$ cat config.mk
export PLATFORM = sky130hd
export DESIGN_NAME = sr_latch
export DESIGN_NICKNAME = d
export VERILOG_FILES = /design/src/rtl/sr_latch_pkg.sv /design/src/rtl/sr_latch_cell.sv /design/src/rtl/sr_latch.sv
export SDC_FILE = /design/constraint.sdc
export NUM_CORES = 1
export LEC_CHECK = 0
export CORE_AREA = 2 2 39 41
export DETAILED_ROUTE_END_ITERATION = 6
export DIE_AREA = 0 0 41 43
export HOLD_SLACK_MARGIN = 0.02
export PLACE_DENSITY = 0.35
export SETUP_SLACK_MARGIN = 0.02
export SLEW_MARGIN = 0
export SYNTH_ARGS = -nofsm -noshare
export SYNTH_HDL_FRONTEND = slang
export SYNTH_SLANG_ARGS = --single-unit
$ cat constraint.sdc
create_clock -name clk -period 1.7 [get_ports clk]
set_input_delay 0.34 -clock clk [delete_from_list [all_inputs] [get_ports clk]]
set_output_delay 0.34 -clock clk [all_outputs]
set_load 0.05 [all_outputs]
$ cat src/rtl/sr_latch_pkg.sv
// Shared definitions for the sr_latch cells: forbidden-input response
// encodings, the per-cell state payload and the forbidden-state resolver.
package sr_pkg;

  localparam int unsigned FORBID_NOR = 32'd0;
  localparam int unsigned FORBID_SET = 32'd1;
  localparam int unsigned FORBID_RST = 32'd2;

  // Registered state of one SR cell; q and qn are stored independently so
  // the NOR-style forbidden state (both low) is representable.
  typedef struct packed {
    logic q;
    logic qn;
    logic illegal;
  } cell_state_t;

  localparam cell_state_t CELL_CLEAR = '{q: 1'b0, qn: 1'b1, illegal: 1'b0};
  localparam cell_state_t CELL_SET   = '{q: 1'b1, qn: 1'b0, illegal: 1'b0};

  // Cell state produced by set=rst=1; unknown modes fall back to NOR.
  function automatic cell_state_t forbid_state(input int unsigned mode);
    cell_state_t s;
    s = '{q: 1'b0, qn: 1'b0, illegal: 1'b1};
    if (mode == FORBID_SET) begin
      s.q  = 1'b1;
      s.qn = 1'b0;
    end else if (mode == FORBID_RST) begin
      s.q  = 1'b0;
      s.qn = 1'b1;
    end
    return s;
  endfunction

endpackage

$ cat src/rtl/sr_latch_cell.sv
// sr_cell: one registered set/reset cell.
// Ports: clk, reset (sync, active high), set, rst (functional inputs),
//        q, q_ (true/complement outputs), illegal (last sampled set=rst=1).
module sr_cell
  import sr_pkg::*;
#(
  parameter int unsigned FORBID_MODE = FORBID_NOR
) (
  input  logic clk,
  input  logic reset,
  input  logic set,
  input  logic rst,
  output logic q,
  output logic q_,
  output logic illegal
);

  cell_state_t state_r;
  cell_state_t state_nxt;

  // State register.
  always_ff @(posedge clk) begin
    if (reset) begin
      state_r <= CELL_CLEAR;
    end else begin
      state_r <= state_nxt;
    end
  end

  // Next-state decode from the sampled {set, rst} pair.
  always_comb begin
    state_nxt         = state_r;
    state_nxt.illegal = 1'b0;
    unique case ({set, rst})
      2'b10: state_nxt = CELL_SET;
      2'b01: state_nxt = CELL_CLEAR;
      2'b11: state_nxt = forbid_state(FORBID_MODE);
      default: begin
        // Release from the both-equal state resolves to clear instead of racing.
        if (state_r.q == state_r.qn) begin
          state_nxt = CELL_CLEAR;
        end
      end
    endcase
  end

  assign q       = state_r.q;
  assign q_      = state_r.qn;
  assign illegal = state_r.illegal;

endmodule

$ cat src/rtl/sr_latch.sv
// sr_latch: WIDTH independent clocked SR latch cells.
// Ports: clk, reset (sync, active high), set/rst (per-cell requests),
//        q/q_ (per-cell true/complement), illegal (per-cell forbidden flag).
module sr_latch
  import sr_pkg::*;
#(
  parameter int unsigned WIDTH       = 1,
  parameter int unsigned FORBID_MODE = FORBID_NOR
) (
  input  logic             clk,
  input  logic             reset,
  output logic [WIDTH-1:0] q,
  output logic [WIDTH-1:0] q_,
  input  logic [WIDTH-1:0] set,
  input  logic [WIDTH-1:0] rst,
  output logic [WIDTH-1:0] illegal
);

  // One cell per bit; no cross-bit interaction.
  for (genvar i = 0; i < int'(WIDTH); i++) begin : g_cell
    sr_cell #(
      .FORBID_MODE(FORBID_MODE)
    ) u_cell (
      .clk    (clk),
      .reset  (reset),
      .set    (set[i]),
      .rst    (rst[i]),
      .q      (q[i]),
      .q_     (q_[i]),
      .illegal(illegal[i])
    );
  end

endmodule

==> results of run 1 <==
## metrics by stage
step / instances / setup slack [ns] / total power [mW]
6_report: 35 / 0.548 / 0.236
5_1_grt: 35 / 0.511 / 0.250
4_1_cts: 35 / 0.532 / 0.243
2_1_floorplan: 9 / 0.683 / 0.0960
3_5_place_dp: 31 / 0.494 / 0.111
3_3_place_gp: 31 / 0.505 / 0.110
## kinds of logic after synthesis
kind of cell / count (synthesis) / share of synthesized area, %
simple gates: 4 / 34.4
compound gates: 2 / 14.0
flops: 3 / 51.6
## power by group through the flow
stage / Clock [mW] / Combinational [mW] / Sequential, mW
after floorplan: 0 / 0.00715 / 0.0889
after global placement: 0 / 0.0331 / 0.0772
after detailed placement: 0 / 0.0336 / 0.0775
after CTS: 0.133 / 0.0337 / 0.0763
after global routing: 0.138 / 0.0354 / 0.0765
final: 0.127 / 0.0333 / 0.0763
## synth_stat cells
master and count:
a21oi_2 1, and2_1 1, dfxtp_1 3, nor2_2 1, nor2b_4 2, o21a_1 1
## final cells by class
cell class	count	area (um2)	area share [%]
Sequential cell	3	60.1	27.9
Multi-Input combinational cell	6	56.3	26.2
Timing Repair Buffer	6	52.6	24.4
Clock buffer	4	26.3	12.2
Tap cell	16	20.0	9.30
## layer usage
layer  part of all wire [%]  GRT usage, %  vias to the layer above  wire (um)
li1                       -             -                       49          -
met1                     41          3.54                       41        108
met2                     32          4.69                        9         83
met3                     27          9.42                        0         71
met4                      0          2.00                        0          0
met5                      0             0                        -          0
## tightest hold or removal path, stage by stage, from the launching register on
cell and delay (ns):
dfxtp_1 0.32, nor2b_4 0.12, a21oi_2 0.05
## placed cells by master (no fill, tap or decap)
master and count:
clkbuf_4 3, dfxtp_1 3, clkdlybuf4s50_1 3, buf_4 3
nor2b_4 2, nor2_2 1, a21oi_2 1, o21a_1 1
and2_1 1, clkbuf_1 1
## sequential cells by signal, summed over array words and instances, names as in the netlist
| signal | count |
|---|---|
| g_cell.u_cell.q_ | 1 |
| g_cell.u_cell.q | 1 |
| g_cell.u_cell.illegal | 1 |
## final timing paths
check / from / endpoint / slack [ns] / depth (start not counted)
max: g_cell[0].u_cell.q_ / q_ / 0.55 / 1
min: g_cell[0].u_cell.q_ / g_cell[0].u_cell.q_ / 0.55 / 2
max reg2reg: g_cell[0].u_cell.q / g_cell[0].u_cell.q / 1.01 / 2
min reg2reg: g_cell[0].u_cell.q_ / g_cell[0].u_cell.q_ / 0.55 / 2
==> results.md, run 1 <==
- Clock share of power: 53.6%
- Avg Cell Area, Syn: 12.9 um2
- Synth cell types: 6
- Root Buffer Master: clkbuf_4
- Seq/Total Area, Yosys: 51.6%
- Synth area leaders: dfxtp_1, nor2b_4, a21oi_2
- Logic pwr share: roughly 14%
- Buf+Inv Stages, Crit Path: 1
- Placed Area: approximately 190 um2
- Worst-Margin Slew: ~0.16 ns
- Post-CTS setup buffers: 0
- Hold slack: roughly 0.55 ns
- Clock Skews: 0.00196 ns
- Avg WL per Cell: 7.51 um
- CP endpoint kind: primary output
- DRT iter0 DRCs: 0
- Final count of negative-setup-slack endpoints: 0
- Initial Util: 8.41%
- Hold crit path type: flop to flop
- Status: complete, no violations
- Layout cell share with drive strength beyond 1: 52.6%
- Post-CTS Resized: 0
- Clock transition at path regs: 0.04 ns
- DRC viols: 0
- Initial antenna violation count: 0
- CTS Buf Count: 3
- Die H: around 43 um
- Die width: 41 um
- Relative slew slack: 89.3%
- Yosys top cell area share: 51.6%
- Cts hold-fix bufs: 0
- Share of total power in sequential cells: 32.3%
- Via count of the routed design: 99
- CP arrival: 0.81 ns
- Post-layout util: 15.6%
- Unrepaired setup endpoints after global routing: no
- Worst skew pair latency: approximately 0.24 ns
- All-Layer GR Usage: 4.72%
- ANT nets after route: 0
- Critical path class: flop to primary output
- Synth-to-Final Area Change: 84.9%
- Delay-heaviest family, CP: flip-flops
- Die Area: roughly 0.0018 mm2
- Clock net sink count: 3
- Max Slew Vio Count: 0
- Vias in the first global route: 113
- Row cnt: 14
- I/O Pins: 7
- Switching Fraction: 25.0%
- Final nets: 24
- GRT Residual Overflow: 0
- Fill count: 155
- P_leak: between 0.08 and 0.09 nW
- Antenna cell count: 0
- CTS tree: done
- Buffers added on ports: 6
- First-pass GRT wire length: 420 um
- Power density cells: around 1100 mW/mm2
- Int Pwr: 0.177 mW
- Req. time, crit path: ~1.4 ns
- Synth area leader: dfxtp_1
- Period minus WS final: 1.15 ns
- Placer Congestion: 0.556
- H-tree lvl count: 1
- Peak supply drop: 0.221 mV
- CP max FO: 2
- Post-Synthesis Cells: 9
- Longest Clk Path Bufs: 2
- CP startpoint kind: flop
- DR pass1 iterations: 1
- Flip-flop and latch count after synthesis: 3
- Fin area: 215 um2
- Syn Std Cell Area: 116 um2
- Net Switching: 0.0590 mW
- Final setup TNS: 0 ns
- Slowest CP cell: dfxtp_1
- CP Cell Sequence: buf_4
- Post-synthesis net count: 13
- Detailed Route WL: 263 um
- Max stage delay on crit path: 0.36 ns
- Largest net degree at the start of global routing: 3
- Maxcap violations: 0
- Max Fclk: just under 0.9 GHz
- Final hold violation count: 0
- Final period utilization: 67.7%
- Synth warn: 0
- Vias per inst: 2.83
- Core area: approximately 0.0014 mm2
Note: power is estimated with default switching activity, not from simulation.
==> run 2, diff against run 1 <==
clock period = 1.05 ns   (was 1.7 ns; I/O delays follow)
==> run 2 against run 1 <==
Compared with the run above: clock-buffer cell count did not move; sequential power rose by 66%; total power increased by 67%; first-iteration DRC count rose by 1.
==> results.md, run 2 (synthesized netlist as in run 1, its figures left out) <==
- Worst-Margin Slew: 0.164 ns (+0.00321 ns)
- Vias per inst: 2.91 (+3.0%)
- CP startpoint kind: flop
- DRT iter0 DRCs: 1 (+1)
- Critical path class: flop to primary output
- Final period utilization: 91.3%
- Cell count along the critical path: 1 (unchanged)
- Final count of negative-setup-slack endpoints: 0 (unchanged)
- Initial Util: 8.41% (unchanged)
- CTS Buf Count: 3 (unchanged)
- RR Startpoint: g_cell[0].u_cell.q
- Row cnt: 14 (unchanged)
- Delay-heaviest family, CP: flip-flops
- Clock Skews: 0.0000308 ns (-0.00193 ns)
- First-pass GRT wire length: 441 um (+5.0%)
- Hold path cells: 2 (unchanged)
- Final setup TNS: 0 ns (unchanged)
- Via count of the routed design: 102 (+3.0%)
- Power density cells: 1560 mW/mm2 (+42%)
- Maxcap violations: 0 (unchanged)
- DR pass1 iterations: 2 (+1)
- Initial antenna violation count: 0 (unchanged)
- Post-CTS setup buffers: 0 (unchanged)
- Longest Clk Path Bufs: 2 (unchanged)
- P_leak: 0.0968 nW (+14%)
- Antenna cell count: 0 (unchanged)
- Max Slew Vio Count: 0 (unchanged)
- Largest net degree at the start of global routing: 3 (unchanged)
- Synth-to-Final Area Change: 118%
- Placer Congestion: 0.547 (-1.5%)
- Buffers added on ports: 6 (unchanged)
- Period minus WS final: 0.959 ns
- Final WS setup: 0.0910 ns (-0.457 ns)
- Die width: 41 um (unchanged)
- Clock transition at path regs: 0.04 ns (about the same)
- H-tree lvl count: 1 (unchanged)
- ANT nets after route: 0 (unchanged)
- Req. time, crit path: 0.84 ns (-0.52 ns)
- Layout cell share with drive strength beyond 1: 57.9% (+5.3 points)
- Final nets: 24 (unchanged)
- Final hold violation count: 0 (unchanged)
- All-Layer GR Usage: 4.83% (+0.11 points)
- CP endpoint kind: primary output
- Avg WL per Cell: 7.03 um (-6.5%)
- Relative slew slack: 89.1% (-0.21 points)
- CP max FO: 2 (unchanged)
- I/O Pins: 7 (unchanged)
- Slowest CP cell: dfxtp_1
- Peak supply drop: 0.215 mV (-2.5%)
- CP Cell Sequence: buf_12
- GRT Residual Overflow: 0 (unchanged)
- Worst skew pair latency: 0.23 ns (about the same)
- Pre-CTS setup slack: -0.0334 ns (-0.527 ns)
- CTS tree: done
- Crit path launch: g_cell[0].u_cell.q
- Reg2reg path depth: 2 (unchanged)
- Total power: 0.396 mW (+67%)
- Post-layout util: 18.4% (+2.8 points)
- Most frequent cells in the layout: clkbuf_4, clkdlybuf4s50_1, buf_12
- Die H: 43 um (unchanged)
- Status: complete, no violations
- Buf+Inv Stages, Crit Path: 1 (unchanged)
- Detailed Route WL: 246 um (-6.5%)
- CP arrival: 0.75 ns (-0.06 ns)
- Hold Crit Start: g_cell[0].u_cell.q_
- Fill count: 156 (+0.65%)
- Die Area: 0.00176 mm2 (unchanged)
- Unrepaired setup endpoints after global routing: no
- Root Buffer Master: clkbuf_4
- DRC viols: 0 (unchanged)
- Clock net sink count: 3 (unchanged)
- Vias in the first global route: 131 (+16%)
- Hold crit path type: flop to flop
- Max stage delay on crit path: 0.37 ns (about the same)
- Hold slack: 0.551 ns (+0.00136 ns)
- Core area: 0.00138 mm2 (unchanged)
- Max Fclk: 1.04 GHz
[run 2: cell type report]
cell class | instances | area, um2 | share of cell area (%)
multi-input combinational | 6 | 56.3 | 22.2
tap | 16 | 20.0 | 7.88
timing repair buffer | 6 | 90.1 | 35.5
clock buffer | 4 | 26.3 | 10.3
sequential | 3 | 61.3 | 24.1
[run 2: per-stage QoR]
step / area (um2) / cells
finish: 254 / 35
global route: 254 / 35
CTS: 253 / 35
detailed placement: 226 / 31
global placement: 226 / 31
floorplan: 116 / 9
[run 2: metal layers]
| layer | GRT usage (%) | share of wire, % | up-vias |
|---|---|---|---|
| met2 | 5.31 | 41 | 9 |
| met1 | 3.24 | 30 | 43 |
| met5 | 0 | 0 | - |
| met4 | 10.0 | 7.7 | 0 |
| met3 | 3.14 | 20 | 2 |
| li1 | - | - | 48 |
[run 2: worst paths after layout]
path	slack [ns]	to
worst min register to register	0.55	g_cell[0].u_cell.q_
worst max-delay path	0.09	q
worst max register to register	0.33	g_cell[0].u_cell.q
worst min-delay path	0.55	g_cell[0].u_cell.q_
[run 2: power by group]
group / leakage (nW) / switching, mW / internal [mW] / total [mW]
logic: 0.0573 / 0.0294 / 0.0374 / 0.0668
registers: 0.0246 / 0.00623 / 0.121 / 0.127
clock network: 0.0150 / 0.0597 / 0.142 / 0.202
total: 0.0968 / 0.0952 / 0.300 / 0.396
[run 2: repair_timing]
action | 4_1_cts | 5_1_grt
hold buffers | 0 | 0
setup endpoints to repair | 0 | 1
resized for setup | 0 | 1
==> run 3, diff against run 2 <==
GPL_TIMING_DRIVEN = 0   (was unset)
==> run 3 against run 2 <==
Compared with the run above: highest routed layer unchanged; register-to-register slack better by 0.03 ns; largest cell class is now flip-flops and latches; final area down 14%; critical path type unchanged; first-iteration DRC count decreased by 100%; combinational power shrank 19%; cell count unchanged; critical path depth did not move.
==> results.md, run 3 (synthesized netlist as in run 1, its figures left out) <==
- Post-CTS Resized: 18 (+18)
- Max stage delay on crit path: 0.30 ns (-0.07 ns)
- Vias per inst: 2.74 (-5.9%)
- Placer Congestion: 0.556 (+1.5%)
- GRT met2 Usage: 4.06% (-1.2 points)
- ANT nets after route: 0 (unchanged)
- Seq. cell area: 61.3 um2 (unchanged)
- All-Layer GR Usage: 4.42% (-0.41 points)
- Avg WL per Cell: 6.83 um (-2.8%)
- GRT Residual Overflow: 0 (unchanged)
- Fill count: 157 (+0.64%)
- CP arrival: 0.78 ns (+0.03 ns)
- CP startpoint kind: flop
- Reg2reg path depth: 2 (unchanged)
- Power density cells: 1730 mW/mm2 (+11%)
- DRT iter0 DRCs: 0 (-1)
- P_leak: 0.0864 nW (-11%)
- Hold path cells: 2 (unchanged)
- Final period utilization: 94.1% (+2.8 points)
- Final count of negative-setup-slack endpoints: 0 (unchanged)
- Core area: 0.00138 mm2 (unchanged)
- CP max FO: 1 (-1)
- Max Fclk: 1.01 GHz (-3.0%)
- H-tree lvl count: 1 (unchanged)
- Post-CTS setup buffers: 0 (unchanged)
- Synth-to-Final Area Change: 87.1%
- DRC viols: 0 (unchanged)
- CP Cell Sequence: buf_2
- Period minus WS final: 0.988 ns (+0.0294 ns)
- Most frequent cells in the layout: clkbuf_4, clkdlybuf4s50_1, nor2b_4, dfxtp_1
- Antenna cell count: 0 (unchanged)
- Initial antenna violation count: 0 (unchanged)
- Post-layout util: 15.7% (-2.6 points)
- Pre-CTS setup slack: -0.339 ns (-0.306 ns)
- Layout cell share with drive strength beyond 1: 57.9% (unchanged)
- GR Layer Usage met1: 3.22% (-0.021 points)
- Peak supply drop: 0.312 mV (+45%)
- Unrepaired setup endpoints after global routing: no
- Clock transition at path regs: 0.04 ns (about the same)
- First-pass GRT wire length: 400 um (-9.3%)
- Detailed Route WL: 239 um (-2.8%)
- Cell count along the critical path: 1 (unchanged)
- Final hold violation count: 0 (unchanged)
- Req. time, crit path: 0.84 ns (about the same)
- Grt peak-use layer: met3
- Largest net degree at the start of global routing: 3 (unchanged)
- Final nets: 24 (unchanged)
- Die H: 43 um (unchanged)
- Relative slew slack: 83.6% (-5.4 points)
- I/O Pins: 7 (unchanged)
- Via count of the routed design: 96 (-5.9%)
- Vias in the first global route: 113 (-14%)
- DR pass1 iterations: 1 (-1)
- Hold crit path type: flop to flop
- Worst-Margin Slew: 0.247 ns (+0.0832 ns)
- Row cnt: 14 (unchanged)
- Critical path class: flop to primary output
- Worst skew pair latency: 0.23 ns (about the same)
- Delay-heaviest family, CP: flip-flops
- Max Slew Vio Count: 0 (unchanged)
- Longest Clk Path Bufs: 2 (unchanged)
- Die width: 41 um (unchanged)
- Buffers added on ports: 6 (unchanged)
- Clock Skews: 0.000476 ns (+0.000445 ns)
- Root Buffer Master: clkbuf_4
- Clock net sink count: 3 (unchanged)
- Final WS setup: 0.0616 ns (-0.0294 ns)
- Met3 usage: 6.28% (+3.1 points)
- Status: complete, no violations
- Slowest CP cell: dfxtp_1
- CP endpoint kind: primary output
- CTS Buf Count: 3 (unchanged)
- CTS tree: done
- Area of the multi-input gates: 56.3 um2 (unchanged)
- Maxcap violations: 0 (unchanged)
- Initial Util: 8.41% (unchanged)
- Buf+Inv Stages, Crit Path: 1 (unchanged)
- Final setup TNS: 0 ns (unchanged)
- Cts hold-fix bufs: 0 (unchanged)
- Die Area: 0.00176 mm2 (unchanged)
-- run 3: changes by cell type in the layout (fill, tap and decap cells not counted) --
cell,previous run,this run
buf_2,0,1
buf_6,0,1
buf_12,3,0
buf_4,0,1
-- run 3: area by class of cell --
class	count	share of cell area (%)
well taps	16	9.20
clock buffers	4	12.1
flip-flops and latches	3	28.2
repair buffers	6	24.7
multi-input cells	6	25.9
-- run 3: final timing paths --
| path | start | end | slack [ns] |
|---|---|---|---|
| setup / recovery | g_cell[0].u_cell.illegal | illegal | 0.06 |
| hold reg to reg | g_cell[0].u_cell.q_ | g_cell[0].u_cell.q_ | 0.52 |
| hold / removal | g_cell[0].u_cell.q_ | g_cell[0].u_cell.q_ | 0.52 |
| setup reg to reg | g_cell[0].u_cell.q | g_cell[0].u_cell.q | 0.36 |
-- run 3: power breakdown --
group	internal [mW]	switching [mW]
logic	0.0250	0.0292
registers	0.121	0.00362
clock network	0.142	0.0559
-- run 3: per-stage QoR --
step,cell area (um2),power (mW),instances,hold WS [ns]
finish,218,0.376,35,0.522
global route,218,0.399,35,0.551
CTS,216,0.388,35,0.562
detailed placement,196,0.181,31,0.545
global placement,196,0.180,31,0.533
floorplan,116,0.155,9,0.332
-- run 3: worst reg2reg max path, stage by stage (launching register included) --
cell and delay [ns]:
dfxtp_1 0.30, nor2b_4 0.12, o21a_1 0.15
-- run 3: metal layers --
metal  share of wire, %  vias up  wire length, um
met1                 38       38               92
li1                   -       49                -
met2                 36        7               85
met4                1.7        0                4
met5                  0        -                0
met3                 23        2               56
